File: src/rtl/final_sum_reducer.sv
// Reduces two float lane sums into a persistent single-precision running total.
// One multi-cycle float adder is reused for the lane pass and the accumulate pass.
module final_sum_reducer #(
    parameter int unsigned          FLT_DATA_WIDTH = 32,
    parameter int unsigned          N_WIDTH        = 2,
    parameter logic [N_WIDTH-1:0]   CLEAR          = N_WIDTH'(0),
    parameter logic [N_WIDTH-1:0]   GO             = N_WIDTH'(1),
    parameter logic [N_WIDTH-1:0]   READ           = N_WIDTH'(2)
) (
    input  logic                      clk,
    input  logic                      rst,
    input  logic                      clk_en,
    input  logic                      start,
    input  logic [N_WIDTH-1:0]        n,
    input  logic [FLT_DATA_WIDTH-1:0] sum_a,
    input  logic [FLT_DATA_WIDTH-1:0] sum_b,
    output logic                      busy,
    output logic                      done,
    output logic [FLT_DATA_WIDTH-1:0] result
);

    localparam int unsigned MAN_W = 27;
    localparam int unsigned EXP_W = 10;

    typedef enum logic [2:0] {
        S_IDLE, S_UNPACK, S_ALIGN, S_ADD, S_NORM, S_PACK, S_DONE
    } state_t;

    state_t r_state, w_next;

    logic [31:0]             r_op_a, r_op_b, r_lane, r_total, r_result;
    logic                    r_pass;
    logic                    r_sa, r_sb, r_spec, r_spec_sign, r_negzero;
    logic [7:0]              r_ea, r_eb;
    logic [MAN_W-1:0]        r_ma, r_mb;
    logic                    r_sign, r_sub;
    logic signed [EXP_W-1:0] r_exp;
    logic [MAN_W-1:0]        r_am, r_bm;
    logic [MAN_W:0]          r_sum;

    function automatic logic [MAN_W-1:0] unpack_man(input logic [31:0] f);
        return (f[30:23] == 8'd0) ? MAN_W'(0) : {1'b1, f[22:0], 3'b000};
    endfunction

    function automatic logic [4:0] lzc27(input logic [MAN_W-1:0] v);
        logic [4:0] cnt;
        cnt = 5'd27;
        for (int i = 0; i < 27; i++) begin
            if (v[i]) cnt = 5'(26 - i);
        end
        return cnt;
    endfunction

    // Pass 1 adds the captured lanes; pass 2 folds the lane total into the running total.
    logic [31:0] w_in_a, w_in_b;
    logic        w_inf_a, w_inf_b;
    assign w_in_a  = r_pass ? r_total : r_op_a;
    assign w_in_b  = r_pass ? r_lane  : r_op_b;
    assign w_inf_a = (w_in_a[30:23] == 8'hFF);
    assign w_inf_b = (w_in_b[30:23] == 8'hFF);

    logic             w_swap, w_big_s, w_sml_s;
    logic [7:0]       w_big_e, w_sml_e, w_diff;
    logic [MAN_W-1:0] w_big_m, w_sml_m, w_shifted;
    assign w_swap    = (r_eb > r_ea) || ((r_eb == r_ea) && (r_mb > r_ma));
    assign w_big_s   = w_swap ? r_sb : r_sa;
    assign w_sml_s   = w_swap ? r_sa : r_sb;
    assign w_big_e   = w_swap ? r_eb : r_ea;
    assign w_sml_e   = w_swap ? r_ea : r_eb;
    assign w_big_m   = w_swap ? r_mb : r_ma;
    assign w_sml_m   = w_swap ? r_ma : r_mb;
    assign w_diff    = w_big_e - w_sml_e;
    assign w_shifted = (w_diff >= 8'd27) ? MAN_W'(0) : (w_sml_m >> w_diff);

    logic [4:0]  w_lzc;
    logic [31:0] w_pack;
    assign w_lzc = lzc27(r_sum[MAN_W-1:0]);

    // Truncating pack with flush-to-zero and saturation to infinity.
    always_comb begin
        w_pack = {r_sign, r_exp[7:0], r_am[25:3]};
        if (r_spec)
            w_pack = {r_spec_sign, 8'hFF, 23'd0};
        else if (r_am == MAN_W'(0))
            w_pack = r_negzero ? 32'h8000_0000 : 32'h0000_0000;
        else if (r_exp <= 10'sd0)
            w_pack = {r_sign, 31'd0};
        else if (r_exp >= 10'sd255)
            w_pack = {r_sign, 8'hFF, 23'd0};
    end

    always_ff @(posedge clk or posedge rst) begin
        if (rst)
            r_state <= S_IDLE;
        else if (clk_en)
            r_state <= w_next;
    end

    always_comb begin
        w_next = r_state;
        case (r_state)
            S_IDLE:   if (start) w_next = (n == GO) ? S_UNPACK : S_DONE;
            S_UNPACK: w_next = S_ALIGN;
            S_ALIGN:  w_next = S_ADD;
            S_ADD:    w_next = S_NORM;
            S_NORM:   w_next = S_PACK;
            S_PACK:   w_next = r_pass ? S_DONE : S_UNPACK;
            S_DONE:   w_next = S_IDLE;
            default:  w_next = S_IDLE;
        endcase
    end

    always_comb begin
        busy = (r_state != S_IDLE);
        done = (r_state == S_DONE);
    end

    assign result = r_result;

    always_ff @(posedge clk or posedge rst) begin
        if (rst) begin
            r_op_a <= '0; r_op_b <= '0; r_lane <= '0; r_total <= '0; r_result <= '0;
            r_pass <= 1'b0; r_sa <= 1'b0; r_sb <= 1'b0; r_ea <= '0; r_eb <= '0;
            r_ma <= '0; r_mb <= '0; r_spec <= 1'b0; r_spec_sign <= 1'b0; r_negzero <= 1'b0;
            r_sign <= 1'b0; r_sub <= 1'b0; r_exp <= '0; r_am <= '0; r_bm <= '0; r_sum <= '0;
        end else if (clk_en) begin
            case (r_state)
                S_IDLE: if (start) begin
                    r_op_a <= sum_a;
                    r_op_b <= sum_b;
                    r_pass <= 1'b0;
                    if (n == CLEAR) begin
                        r_total  <= '0;
                        r_result <= '0;
                    end else if (n == READ) begin
                        r_result <= r_total;
                    end
                end
                S_UNPACK: begin
                    r_sa        <= w_in_a[31];
                    r_sb        <= w_in_b[31];
                    r_ea        <= w_in_a[30:23];
                    r_eb        <= w_in_b[30:23];
                    r_ma        <= unpack_man(w_in_a);
                    r_mb        <= unpack_man(w_in_b);
                    r_spec      <= w_inf_a | w_inf_b;
                    r_spec_sign <= (w_inf_a && w_inf_b) ? (w_in_a[31] & w_in_b[31])
                                 : (w_inf_a ? w_in_a[31] : w_in_b[31]);
                    r_negzero   <= (w_in_a[30:23] == 8'd0) && (w_in_b[30:23] == 8'd0)
                                 && w_in_a[31] && w_in_b[31];
                end
                S_ALIGN: begin
                    r_sign <= w_big_s;
                    r_sub  <= (w_big_s != w_sml_s);
                    r_exp  <= {2'b00, w_big_e};
                    r_am   <= w_big_m;
                    r_bm   <= w_shifted;
                end
                S_ADD: begin
                    r_sum <= r_sub ? ({1'b0, r_am} - {1'b0, r_bm})
                                   : ({1'b0, r_am} + {1'b0, r_bm});
                end
                S_NORM: begin
                    if (r_sum[MAN_W]) begin
                        r_am  <= r_sum[MAN_W:1];
                        r_exp <= r_exp + 10'sd1;
                    end else begin
                        r_am  <= r_sum[MAN_W-1:0] << w_lzc;
                        r_exp <= r_exp - $signed({5'd0, w_lzc});
                    end
                end
                S_PACK: begin
                    if (r_pass) begin
                        r_total  <= w_pack;
                        r_result <= w_pack;
                    end else begin
                        r_lane <= w_pack;
                        r_pass <= 1'b1;
                    end
                end
                default: ;
            endcase
        end
    end

endmodule

File: config.mk
export PLATFORM = sky130hd
export DESIGN_NAME = final_sum_reducer
export DESIGN_NICKNAME = d
export VERILOG_FILES = /design/src/rtl/final_sum_reducer.sv
export SDC_FILE = /design/constraint.sdc
export NUM_CORES = 1
export LEC_CHECK = 0
export BUFFER_PORTS_ARGS = -buffer_cell sky130_fd_sc_hd__buf_4
export CORE_MARGIN = 2
export CORE_UTILIZATION = 65
export CTS_CLUSTER_SIZE = 24
export DETAILED_ROUTE_END_ITERATION = 10
export HOLD_SLACK_MARGIN = 0.02
export PLACE_DENSITY = 0.84
export SKIP_LAST_GASP = 1
export SLEW_MARGIN = 20
export SYNTH_ARGS = -nofsm -noshare
export SYNTH_HDL_FRONTEND = slang
export SYNTH_SLANG_ARGS = --single-unit
File: constraint.sdc
create_clock -name clk -period 24.5 [get_ports clk]
set_input_delay 3.675 -clock clk [delete_from_list [all_inputs] [get_ports clk]]
set_output_delay 3.675 -clock clk [all_outputs]
set_load 0.02 [all_outputs]
==> metrics.md <==
| Metric | Value |
|---|---|
| Status | finished, final reports clean |
| Remaining Overflow, GRT | 0 |
| Clock Tree Root | clkbuf_16 |
| Footprint of the multi-input gates | 11840 sq um |
| Worst Skew | 22.01 ps |
| Startpoint types | flip-flop |
| HPWL Detailed | 46.05 mm |
| Syn Area/Cell | 9.008 sq um |
| DR vias/cell | 6.842 |
| Antenna violations before repair | 0 |
| Post-synth ARST share | 100.0% |
| Max-slew violation count | 0 |
| Layout area overhead | 11.05% |
| Die H | 183.1 um |
| M1 GR Usage | 52.97% |
| M3 GR Usage | 8.122% |
| Hold Path Class | reg2reg |
| Nets | 2467 |
| Number of global-route vias before repair | 18240 |
| Reg clk slew, reported paths | 60 ps |
| Initial core utilization | 66.08% |
| Register bit total from synthesis | 327 |
| Clock sinks | 327 |
| H-tree levels | 2 |
| Post-Syn Nets | 2459 |
| GRT busiest layer | met2 |
| First-pass iteration count of the detailed router | 6 |
| FF+latch area | 8187 sq um |
| PostCTS Resize Cnt | 0 |
| TritonCTS clock tree | yes |
| Post-route setup TNS | 0 ps |
| Yosys warns | 0 |
| Most frequent cells in the layout | dfrtp_1 (326), nand2_1 (271), a21oi_1 (187) |
| First-pass GRT wire length | 100.7 mm |
| PortBufs | 103 |
| Fin crit period | 6317 ps |
| Routed WL | 64.19 mm |
| Worst Tran Pin Value | 1133 ps |
| Drt wl/cell | 23.32 um |
| RSZ-0062 raised after global routing | no |
| GRT Util Overall | 38.42% |
| Largest fanout on the critical path | 53 |
| # diodes | 0 |
| Row cnt | 65 |
| Max cap viols | 0 |
| Pre-CTS setup slack | 18250 ps |
| Critical setup path kind | reg2reg |
| DR DRC count | 0 |
| Io pins | 104 |
| Clock buffer depth | 3 |
| Worst Slack Setup Final | 18180 ps |
| Final setup vio count | 0 |
| Hold Fails Final Rpt | 0 |
| Largest net degree at the start of global routing | 119 |
| Vias | 18830 |
| Sequential area share after synthesis | 39.24% |
| Max Clk Rate | 0.1583 GHz |
| Synth Flop Type | dfrtp_1 |
| Relative slew slack | 24.32% |
| Synth unique cells | 78 |
| Clk Latency, worst-skew pair | 530 ps |
| Setup crit end kind | flip-flop |
| Cell count after synthesis | 2315 |
| Share of post-route cells with drive strength above 1 | 14.13% |
| Fill count | 2264 |
| Die W | 183.1 um |
| Post-synth EDFFs | 0 |
| Initial DRC count | 2150 |
| Final ANT Viol Nets | 0 |
| # hold bufs at CTS | 0 |
| TritonCTS Buffers | 36 |
| Post-CTS setup buffer count | 0 |
| Placer Congestion | 0.9877 |
| Post-Syn Area | 20850 sq um |
| CP Data Arrival Time | 6710 ps |
| Final period util | 25.78% |
| Full die area | 33530 sq um |
| Most common cell after layout, fill and taps aside | dfrtp_1 |
| Crit path required time | 24900 ps |
| Placeable Area | 31560 sq um |
| Met2 usage | 60.44% |
-- worst max-delay path, cell delays in order, from the launching register on --
cell      delay, ps
dfrtp_1         370
inv_1            90
ha_2           1030
nand4_1         320
a31oi_1         330
o21a_1          890
nand4_1         210
and2_1          230
ha_1            850
clkinv_1        680
mux4_2          650
mux2i_1         150
nor2b_1          80
a221o_1         310
-- Yosys cell counts (all sizes together), types with 28 or more instances --
library cell	number	area, sq um
a21oi	188	944.7
a22o	33	289.0
a22oi	28	210.2
a31oi	28	175.2
clkbuf	142	533.0
dfrtp	327	8183
ha	72	900.9
inv	69	259.0
mux2	94	1059
mux2i	155	1551
nand2	273	1025
nand3	32	160.2
nor2	192	720.7
nor3	36	180.2
o21ai	141	716.9
o31ai	68	515.5
xnor2	43	384.1
-- registers in the layout, indices dropped and copies added (netlist names), 27 cells and up --
register  flops
r_am         27
r_op_b       32
r_lane       32
result       32
r_total      32
r_sum        28
r_bm         27
r_op_a       32
-- final cells by class --
class | count | area share [%]
clock buffer | 47 | 4.371
clock inverter | 18 | 1.329
inverter | 70 | 1.167
multi-input combinational | 1753 | 51.15
sequential | 327 | 35.35
tap | 402 | 2.172
timing repair buffer | 135 | 4.463
-- routing by layer --
metal | share of wire [%] | wire, um
met1 | 40 | 25920
met2 | 46 | 29450
met3 | 10 | 6518
met4 | 3.6 | 2304
met5 | 0 | 0
-- through the flow --
step	util (%)	cells	hold slack, ps	area (sq um)
CTS	73.36	2752	485.0	23150
floorplan	-	2315	449.6	20850
detailed placement	69.18	2687	471.2	21830
global placement	69.12	2686	462.1	21810
finish	73.39	2752	482.1	23160
global route	73.39	2752	511.3	23160
-- path summary, 6_finish.rpt --
kind                       cells after the start         end  slack [ps]        from
max                                           13     r_bm[2]       18180     r_eb[0]
min                                            2  r_lane[19]         480  r_lane[19]
max reg2reg                                   13     r_bm[2]       18180     r_eb[0]
min reg2reg                                    2  r_lane[19]         480  r_lane[19]
max in group asynchronous                      4  r_op_b[14]       19230         rst
min in group asynchronous                      2    r_exp[6]        3290         rst
-- kinds of logic after synthesis --
family	synth area share, %
and+or+nand+nor	14.57
AOI/OAI and AO/OA	21.97
buffers and inverters	4.356
adders and majority gates	4.512
DFF	39.24
muxes	12.84
xor gates and xnor gates	2.514
Power is not shown: default switching activity piles up to over one toggle a cycle in this logic, so the estimate is an artifact.
